## src/rtl/crtc_timing.sv

```systemverilog
// Character/scanline timing generator: turns CRTC R0-R13 into sync, display
// enable, refresh address (MA) and raster address (RA), stepping once per char_en_i.
module crtc_timing #(
  parameter int MA_WIDTH = 14,
  parameter int RA_WIDTH = 5
) (
  input  logic                clock_i,
  input  logic                reset_n_i,
  input  logic                char_en_i,
  input  logic [7:0]          r0_h_total_i,
  input  logic [7:0]          r1_h_displayed_i,
  input  logic [7:0]          r2_h_sync_pos_i,
  input  logic [7:0]          r3_sync_width_i,
  input  logic [6:0]          r4_v_total_i,
  input  logic [4:0]          r5_v_adjust_i,
  input  logic [6:0]          r6_v_displayed_i,
  input  logic [6:0]          r7_v_sync_pos_i,
  input  logic [4:0]          r9_max_scan_line_i,
  input  logic [5:0]          r12_start_addr_hi_i,
  input  logic [7:0]          r13_start_addr_lo_i,
  output logic                h_sync_o,
  output logic                v_sync_o,
  output logic                display_en_o,
  output logic [MA_WIDTH-1:0] ma_o,
  output logic [RA_WIDTH-1:0] ra_o,
  output logic                frame_start_o
);

  typedef enum logic {ST_ROWS = 1'b0, ST_ADJUST = 1'b1} state_t;

  state_t                state_q, state_d;
  logic                  first_q, first_d;
  logic [7:0]            h_cnt_q, h_cnt_d;
  logic [RA_WIDTH-1:0]   ra_cnt_q, ra_cnt_d;
  logic [RA_WIDTH-1:0]   adj_cnt_q, adj_cnt_d;
  logic [6:0]            row_cnt_q, row_cnt_d;
  logic [3:0]            hs_cnt_q, hs_cnt_d;
  logic [4:0]            vs_cnt_q, vs_cnt_d;
  logic [MA_WIDTH-1:0]   ma_row_q, ma_row_d;
  logic                  new_frame, line_start;

  logic                  h_sync_q, h_sync_d;
  logic                  v_sync_q, v_sync_d;
  logic                  display_en_q, display_en_d;
  logic [MA_WIDTH-1:0]   ma_q, ma_d;
  logic [RA_WIDTH-1:0]   ra_q, ra_d;
  logic                  frame_start_q, frame_start_d;

  // State register
  always_ff @(posedge clock_i or negedge reset_n_i) begin
    if (!reset_n_i) state_q <= ST_ROWS;
    else            state_q <= state_d;
  end

  // Counters and position advance; the vertical FSM steps only at end of line.
  // first_q makes the first strobe after reset present position 0 as a frame start
  // instead of advancing past it.
  always_comb begin
    state_d    = state_q;
    first_d    = first_q;
    h_cnt_d    = h_cnt_q;
    ra_cnt_d   = ra_cnt_q;
    adj_cnt_d  = adj_cnt_q;
    row_cnt_d  = row_cnt_q;
    hs_cnt_d   = hs_cnt_q;
    vs_cnt_d   = vs_cnt_q;
    ma_row_d   = ma_row_q;
    new_frame  = 1'b0;
    line_start = 1'b0;
    if (char_en_i) begin
      if (first_q) begin
        first_d    = 1'b0;
        new_frame  = 1'b1;
        line_start = 1'b1;
      end else if (h_cnt_q == r0_h_total_i) begin
        h_cnt_d    = '0;
        line_start = 1'b1;
        case (state_q)
          ST_ROWS: begin
            if (ra_cnt_q != RA_WIDTH'(r9_max_scan_line_i)) begin
              ra_cnt_d = ra_cnt_q + 1'b1;
            end else begin
              ra_cnt_d = '0;
              if (row_cnt_q != r4_v_total_i) begin
                row_cnt_d = row_cnt_q + 1'b1;
                ma_row_d  = ma_row_q + MA_WIDTH'(r1_h_displayed_i);
              end else if (r5_v_adjust_i == 5'd0) begin
                new_frame = 1'b1;
              end else begin
                state_d   = ST_ADJUST;
                adj_cnt_d = '0;
              end
            end
          end
          default: begin
            if (adj_cnt_q == RA_WIDTH'(r5_v_adjust_i - 5'd1)) begin
              new_frame = 1'b1;
            end else begin
              adj_cnt_d = adj_cnt_q + 1'b1;
              ra_cnt_d  = ra_cnt_q + 1'b1;
            end
          end
        endcase
      end else begin
        h_cnt_d = h_cnt_q + 8'd1;
      end

      if (new_frame) begin
        state_d   = ST_ROWS;
        row_cnt_d = '0;
        ra_cnt_d  = '0;
        adj_cnt_d = '0;
        ma_row_d  = MA_WIDTH'({r12_start_addr_hi_i, r13_start_addr_lo_i});
      end

      if (h_cnt_d == r2_h_sync_pos_i)
        hs_cnt_d = r3_sync_width_i[3:0];
      else if (hs_cnt_q != 4'd0)
        hs_cnt_d = hs_cnt_q - 4'd1;

      // vsync width counts scanlines, so it only moves at line starts
      if (line_start) begin
        if (state_d == ST_ROWS && row_cnt_d == r7_v_sync_pos_i && ra_cnt_d == '0)
          vs_cnt_d = (r3_sync_width_i[7:4] == 4'd0) ? 5'd16 : {1'b0, r3_sync_width_i[7:4]};
        else if (vs_cnt_q != 5'd0)
          vs_cnt_d = vs_cnt_q - 5'd1;
      end
    end
  end

  // Output decode from the post-update position
  always_comb begin
    h_sync_d      = h_sync_q;
    v_sync_d      = v_sync_q;
    display_en_d  = display_en_q;
    ma_d          = ma_q;
    ra_d          = ra_q;
    frame_start_d = new_frame;
    if (char_en_i) begin
      h_sync_d     = (hs_cnt_d != 4'd0);
      v_sync_d     = (vs_cnt_d != 5'd0);
      display_en_d = (h_cnt_d < r1_h_displayed_i) && (row_cnt_d < r6_v_displayed_i)
                     && (state_d == ST_ROWS);
      ma_d         = ma_row_d + MA_WIDTH'(h_cnt_d);
      ra_d         = ra_cnt_d;
    end
  end

  always_ff @(posedge clock_i or negedge reset_n_i) begin
    if (!reset_n_i) begin
      first_q       <= 1'b1;
      h_cnt_q       <= '0;
      ra_cnt_q      <= '0;
      adj_cnt_q     <= '0;
      row_cnt_q     <= '0;
      hs_cnt_q      <= '0;
      vs_cnt_q      <= '0;
      ma_row_q      <= '0;
      h_sync_q      <= 1'b0;
      v_sync_q      <= 1'b0;
      display_en_q  <= 1'b0;
      ma_q          <= '0;
      ra_q          <= '0;
      frame_start_q <= 1'b0;
    end else begin
      first_q       <= first_d;
      h_cnt_q       <= h_cnt_d;
      ra_cnt_q      <= ra_cnt_d;
      adj_cnt_q     <= adj_cnt_d;
      row_cnt_q     <= row_cnt_d;
      hs_cnt_q      <= hs_cnt_d;
      vs_cnt_q      <= vs_cnt_d;
      ma_row_q      <= ma_row_d;
      h_sync_q      <= h_sync_d;
      v_sync_q      <= v_sync_d;
      display_en_q  <= display_en_d;
      ma_q          <= ma_d;
      ra_q          <= ra_d;
      frame_start_q <= frame_start_d;
    end
  end

  assign h_sync_o      = h_sync_q;
  assign v_sync_o      = v_sync_q;
  assign display_en_o  = display_en_q;
  assign ma_o          = ma_q;
  assign ra_o          = ra_q;
  assign frame_start_o = frame_start_q;

endmodule

```

## config.mk

```make
export PLATFORM = sky130hd
export DESIGN_NAME = crtc_timing
export DESIGN_NICKNAME = d
export VERILOG_FILES = /design/src/rtl/crtc_timing.sv
export SDC_FILE = /design/constraint.sdc
export NUM_CORES = 1
export LEC_CHECK = 0
export ABC_AREA = 1
export ABC_CLOCK_PERIOD_IN_PS = 4500
export CORE_MARGIN = 3
export CORE_UTILIZATION = 30
export DETAILED_ROUTE_END_ITERATION = 10
export DONT_BUFFER_PORTS = 1
export PLACE_DENSITY = 0.49
export SLEW_MARGIN = 20
export SYNTH_ARGS = -nofsm -noshare
export SYNTH_HDL_FRONTEND = slang
export SYNTH_SLANG_ARGS = --single-unit
```

## constraint.sdc

```tcl
create_clock -name clock_i -period 4.5 [get_ports clock_i]
set_clock_uncertainty 0.2 [all_clocks]
set_input_delay 1.125 -clock clock_i [delete_from_list [all_inputs] [get_ports clock_i]]
set_output_delay 1.125 -clock clock_i [all_outputs]
set_load 0.005 [all_outputs]
```

; ---- After elaboration in Yosys (flattened, before gate mapping)
; Cells that the tools add are included.
[op_classes]
add_sub_neg = 9
order_cmp = 2
eq_ne = 11
muxes = 64
bitwise_logic = 2
n_reduce_logical = 13
[ops]
columns = operator, n
row1 = $mux 5, 21
row2 = $mux 14, 7
row3 = $mux 7, 8
row4 = $mux 8, 4
row5 = $add 14x8->14, 2
row6 = $mux 1, 21
row7 = $eq 8x8->1, 2
row8 = $mux 4, 3
row9 = $ne 3x2->1 const B, 4
row10 = $add 5x1->5 const B, 2
row11 = $logic_not 5->1, 2
row12 = $reduce_bool 5->1, 2
row13 = $sub 5x1->5 const B, 2
row14 = $add 8x1->8 const B, 1
row15 = $lt 8x8->1, 1
row16 = $reduce_bool 4->1, 2
row17 = $add 7x1->7 const B, 1
row18 = $eq 7x7->1, 1
row19 = $lt 7x7->1, 1
row20 = $ne 7x7->1, 1
row21 = $reduce_and 7->1, 1
row22 = $eq 5x5->1, 1
row23 = $ne 5x5->1, 1
row24 = $logic_and 1x1->1, 4
row25 = other kinds (5), 6
[word_totals]
regBits = 73
input_bits = 80
output_inout_bits = 23

; ---- Depth between registers and ports, before layout
; Gate-level depths: netlist of the first run.
[depth]
word_depth = 17
depth_mapped = 33
mapped_depth_nobuf = 31

; ---- Worst setup path after synthesis of the first run
; OpenSTA, ideal clock, no wires.
[synth_timing]
path_type = input-to-reg
startpoint = input port r5_v_adjust_i[0]
endpoint = register ma_q[12], in the netlist ma_o[12]
setup_time_ns = 0.117
arrival_time_ns = 4.960
t_required_ns = 4.183
path_slack_ns = -0.777
stages = 32
path_buffers = 2
cell_sequence = inv_1 ha_1 or2_1 nand2_1 nand2_1 nand2_1 nor2_1 nand3_4 nand3_2 nand2_4 buf_6 inv_2 buf_4 nor2_1 inv_1 o311ai_0 ha_1 inv_1 fa_1 inv_1 nand3_1 nand2_1 a21oi_1 o21bai_1 a21oi_1 o21ai_0 nand2_1 nor2_4 nand3_2 xor2_1 nand2_1 nand2_1
[synth_via]
elab_chain_cells = 11
elab_cells_between_ends = 14
classes_between = add/sub (2) / eq/ne (1) / mux (10) / reduce/logical (1)
[synth_lines]
columns = element, line
row1 = "start, declared", 15  ; input logic [4:0] r5_v_adjust_i,
row2 = branches (longest 4 deep; another with $sub 5x1->5), --
row3 = $mux 1 *, 78  ; case (state_q)
row4 = $mux 1 *, 75  ; end else if (h_cnt_q == r0_h_total_i) begin
row5 = $mux 1 *, 71  ; if (first_q) begin
row6 = $mux 1 *, 70  ; if (char_en_i) begin
row7 = $mux 14 *, 108  ; if (new_frame) begin
row8 = $mux 14 *, 70
row9 = via ma_row_d[0], 39  ; logic [MA_WIDTH-1:0] ma_row_q, ma_row_d;
row10 = $add 14x8->14 *, 144  ; ma_d = ma_row_d + MA_WIDTH'(h_cnt_d);
row11 = "end signal, assigned", 177  ; ma_q <= ma_d;
row12 = "end, declared", 45  ; logic [MA_WIDTH-1:0] ma_q, ma_d;
; Mark *: on every way through the listed nets, which the timed path passes. The select of a mux whose other input is x is not followed.
; A chain may end at the register's enable or synchronous reset.

; ---- Worst setup path after layout of the first run
; Same ends and word-level chain as after synthesis.

==> flow_metrics.env, run 1 <==
export IMPL_drt_wirelength_per_cell_um=15.14
export IMPL_antenna_found_initial=1
export IMPL_grt_util_met2=0.2661
export IMPL_first_global_vias=5537
export IMPL_nets=1059
export IMPL_wl_mm=18.33
export IMPL_grt_util_all_layers=0.1671
export IMPL_dieArea_um2=22440
export IMPL_syn_avg_cell_area_um2=6.894
export IMPL_fmax_ghz=0.2373
export IMPL_vias_per_cell=4.652
export IMPL_port_buffers=0
export IMPL_ys_ff_latch=73
export IMPL_clk_pin_slew_ps=60
export IMPL_final_common_cell="nand2_1"
export IMPL_areaGrowthSynthToFinish_pct=17.08
export IMPL_antenna_cells=0
export IMPL_grt_pass1_wl_mm=29.34
export IMPL_powerDensity_nw_per_um2=385.0
export IMPL_clk_latency_ps=350
export IMPL_crit_type="in2reg"
export IMPL_outcome="completed"
export IMPL_cap_violations=0
export IMPL_place_gp_congestion=0.8210
export IMPL_start_kind="input pin"
export IMPL_crit_path_frequent_cell="nand2_1"
export IMPL_hp_class="in2async"
export IMPL_dp_hpwl_mm=14.54
export IMPL_first_iter_violations=307
export IMPL_crit_path_top_delay_cell="fa_2"
export IMPL_clock_sinks=73
export IMPL_gr_usage_met1=0.2260
export IMPL_synth_edf_count=0
export IMPL_netlist_instances=900
export IMPL_vias=5634
export IMPL_cts_made_buffers=9
export IMPL_drcViolationCount=0
export IMPL_period_minus_slack_ps=4215
export IMPL_io_pins=103
export IMPL_grt_max_degree=74
export IMPL_gr_usage_met3=0.05088
export IMPL_grt_busiest_layer="met2"
export IMPL_num_fill_cells=2166
export IMPL_core_area_um2=19910
export IMPL_whs_ps=273.1
export IMPL_p_leak_nw=3.641
export IMPL_worst_pin_slew_ps=678.3
export IMPL_cpPeakStageDelay_ps=320
export IMPL_ff_latch_area_um2=1828
export IMPL_async_reset_ff_frac=1.000
export IMPL_yosysSeqAreaShare=0.2946
export IMPL_reg2reg_from="row_cnt_q[2]$_DFF_PN0_"
export IMPL_clockBufferDepth=2
export IMPL_cp_top_family="simple AND/OR/NAND/NOR gates"
export IMPL_yosys_warnings=0
export IMPL_ant_nets=0
export IMPL_finalHoldViolCount=0
export IMPL_required_ps=4540
export IMPL_fin_tns_setup_ps=0
export IMPL_ys_flop_type="dfrtp_1"
export IMPL_setup_viol=0
export IMPL_critPathArrivalTime_ps=4250
export IMPL_crit_fanout=5
export IMPL_multi_input_area_um2=3897
export IMPL_drv_slew=0
export IMPL_start_util=0.3117
export IMPL_grt_ovfl_total=0
export IMPL_endpoint_kind="flip-flop"
export IMPL_cts_max_level=3
export IMPL_syn_cell_area_um2=6205
export IMPL_power_w=0.002797
export IMPL_cp_startpoint="r5_v_adjust_i[0]"
export IMPL_syn_nets=1018
export IMPL_most_common_layout_cells="nand2_1 (242), inv_1 (106), dfrtp_1 (72)"
export IMPL_fp_row_count=51
export IMPL_ir_worst_vdd_v=0.0002494
export IMPL_ys_types=51
export IMPL_cts_tree="built"
export IMPL_crit_buf_inv=5
export IMPL_die_w_um=149.8
export IMPL_fin_crit_sh=0.9367
export IMPL_drt_first_pass_iters=5
export IMPL_fp_dieH_um=149.8
export IMPL_drive_gt1_frac=0.1818
export IMPL_relSlewSlack=0.5430
export IMPL_cts_root_buf="clkbuf_16"
[final timing paths]
path	end	slack, ps	cells after the start
max reg2reg	ma_o[9]$_DFFE_PN0P_	650	24
max	ma_o[12]$_DFFE_PN0P_	290	30
min	vs_cnt_q[2]$_DFF_PN0_	270	0
max in group asynchronous	first_q$_DFFE_PN1P_	3610	0
min reg2reg	ma_o[0]$_DFFE_PN0P_	310	2
min in group clock_i	ma_o[0]$_DFFE_PN0P_	310	2
[logic make-up after synthesis]
logic type / share of synthesized area
simple gates: 0.3460
flops: 0.2946
xor+xnor: 0.04799
compound gates: 0.1337
fa+ha+maj: 0.07905
buf+inv: 0.09861
[Yosys cell counts, drive strengths merged (3+ instances only)]
master | number | area [um2]
o211ai | 9 | 72.57
xnor2 | 13 | 113.9
xor2 | 21 | 183.9
inv | 129 | 484.2
dfrtp | 72 | 1802
nand2 | 262 | 1049
a31oi | 3 | 18.77
nor3 | 6 | 30.03
nand4 | 17 | 106.4
nand3 | 80 | 480.5
nand3b | 3 | 26.27
buf | 13 | 85.08
clkbuf | 8 | 30.03
ha | 36 | 450.4
o21ai | 71 | 362.9
a21oi | 46 | 230.2
o21bai | 5 | 37.54
nor2 | 80 | 399.1
or2 | 6 | 37.53
[per-layer routing]
layer | share of wire | vias to the layer above
met1 | 0.48 | 2511
met5 | 0.00049 | -
met3 | 0.062 | 12
met4 | 0.0085 | 2
met2 | 0.45 | 102
li1 | - | 3007
[cell type report]
class                           count  area share
Tap cell                          265     0.04564
Timing Repair Buffer               51     0.05322
Multi-Input combinational cell    675      0.5365
Sequential cell                    73      0.2516
Inverter                          131     0.07148
Clock inverter                      7     0.01051
Clock buffer                        9     0.03100
[flip-flops by register name (all words and copies together), names as in the netlist]
name / cells
ma_o: 14
ma_row_q: 14
h_cnt_q: 8
row_cnt_q: 7
adj_cnt_q: 5
ra_cnt_q: 5
ra_o: 5
vs_cnt_q: 5
hs_cnt_q: 4
display_en_o: 1
first_q: 1
frame_start_o: 1
h_sync_o: 1
state_q: 1
v_sync_o: 1
[power breakdown]
part | internal [W] | leakage [nW] | total [W] | switching [W]
registers | 0.000803 | 0.889 | 0.000951 | 0.000147
clock network | 0.000433 | 0.142 | 0.000746 | 0.000313
logic | 0.000487 | 2.61 | 0.00110 | 0.000613
[repair_timing]
item,4_1_cts,5_1_grt
setup buffers,0,1
endpoints found under the setup margin,0,4
hold buffers,0,0
resized for setup,0,20
[per-stage QoR]
step / std cells / setup slack (ps) / utilization / cell area (um2)
2_1_floorplan: 900 / -413.5 / - / 6286
3_3_place_gp: 1194 / -229.2 / 0.3453 / 6874
3_5_place_dp: 1194 / -234.0 / 0.3453 / 6874
4_1_cts: 1210 / 130.4 / 0.3604 / 7176
5_1_grt: 1211 / -3.078 / 0.3649 / 7264
6_report: 1211 / 285.1 / 0.3649 / 7264
Note: power is estimated with default switching activity, not from simulation.
==> inputs of run 2 (changes only) <==
--- a/config.mk
+++ b/config.mk
@@ -12,7 +12,7 @@
 export DETAILED_ROUTE_END_ITERATION = 10
 export DONT_BUFFER_PORTS = 1
 export PLACE_DENSITY = 0.49
-export SLEW_MARGIN = 20
+export SKIP_CTS_REPAIR_TIMING = 1
 export SYNTH_ARGS = -nofsm -noshare
 export SYNTH_HDL_FRONTEND = slang
 export SYNTH_SLANG_ARGS = --single-unit
==> results of run 2 <==
No change in the layout: final DEF, timing and power equal those of run 1.
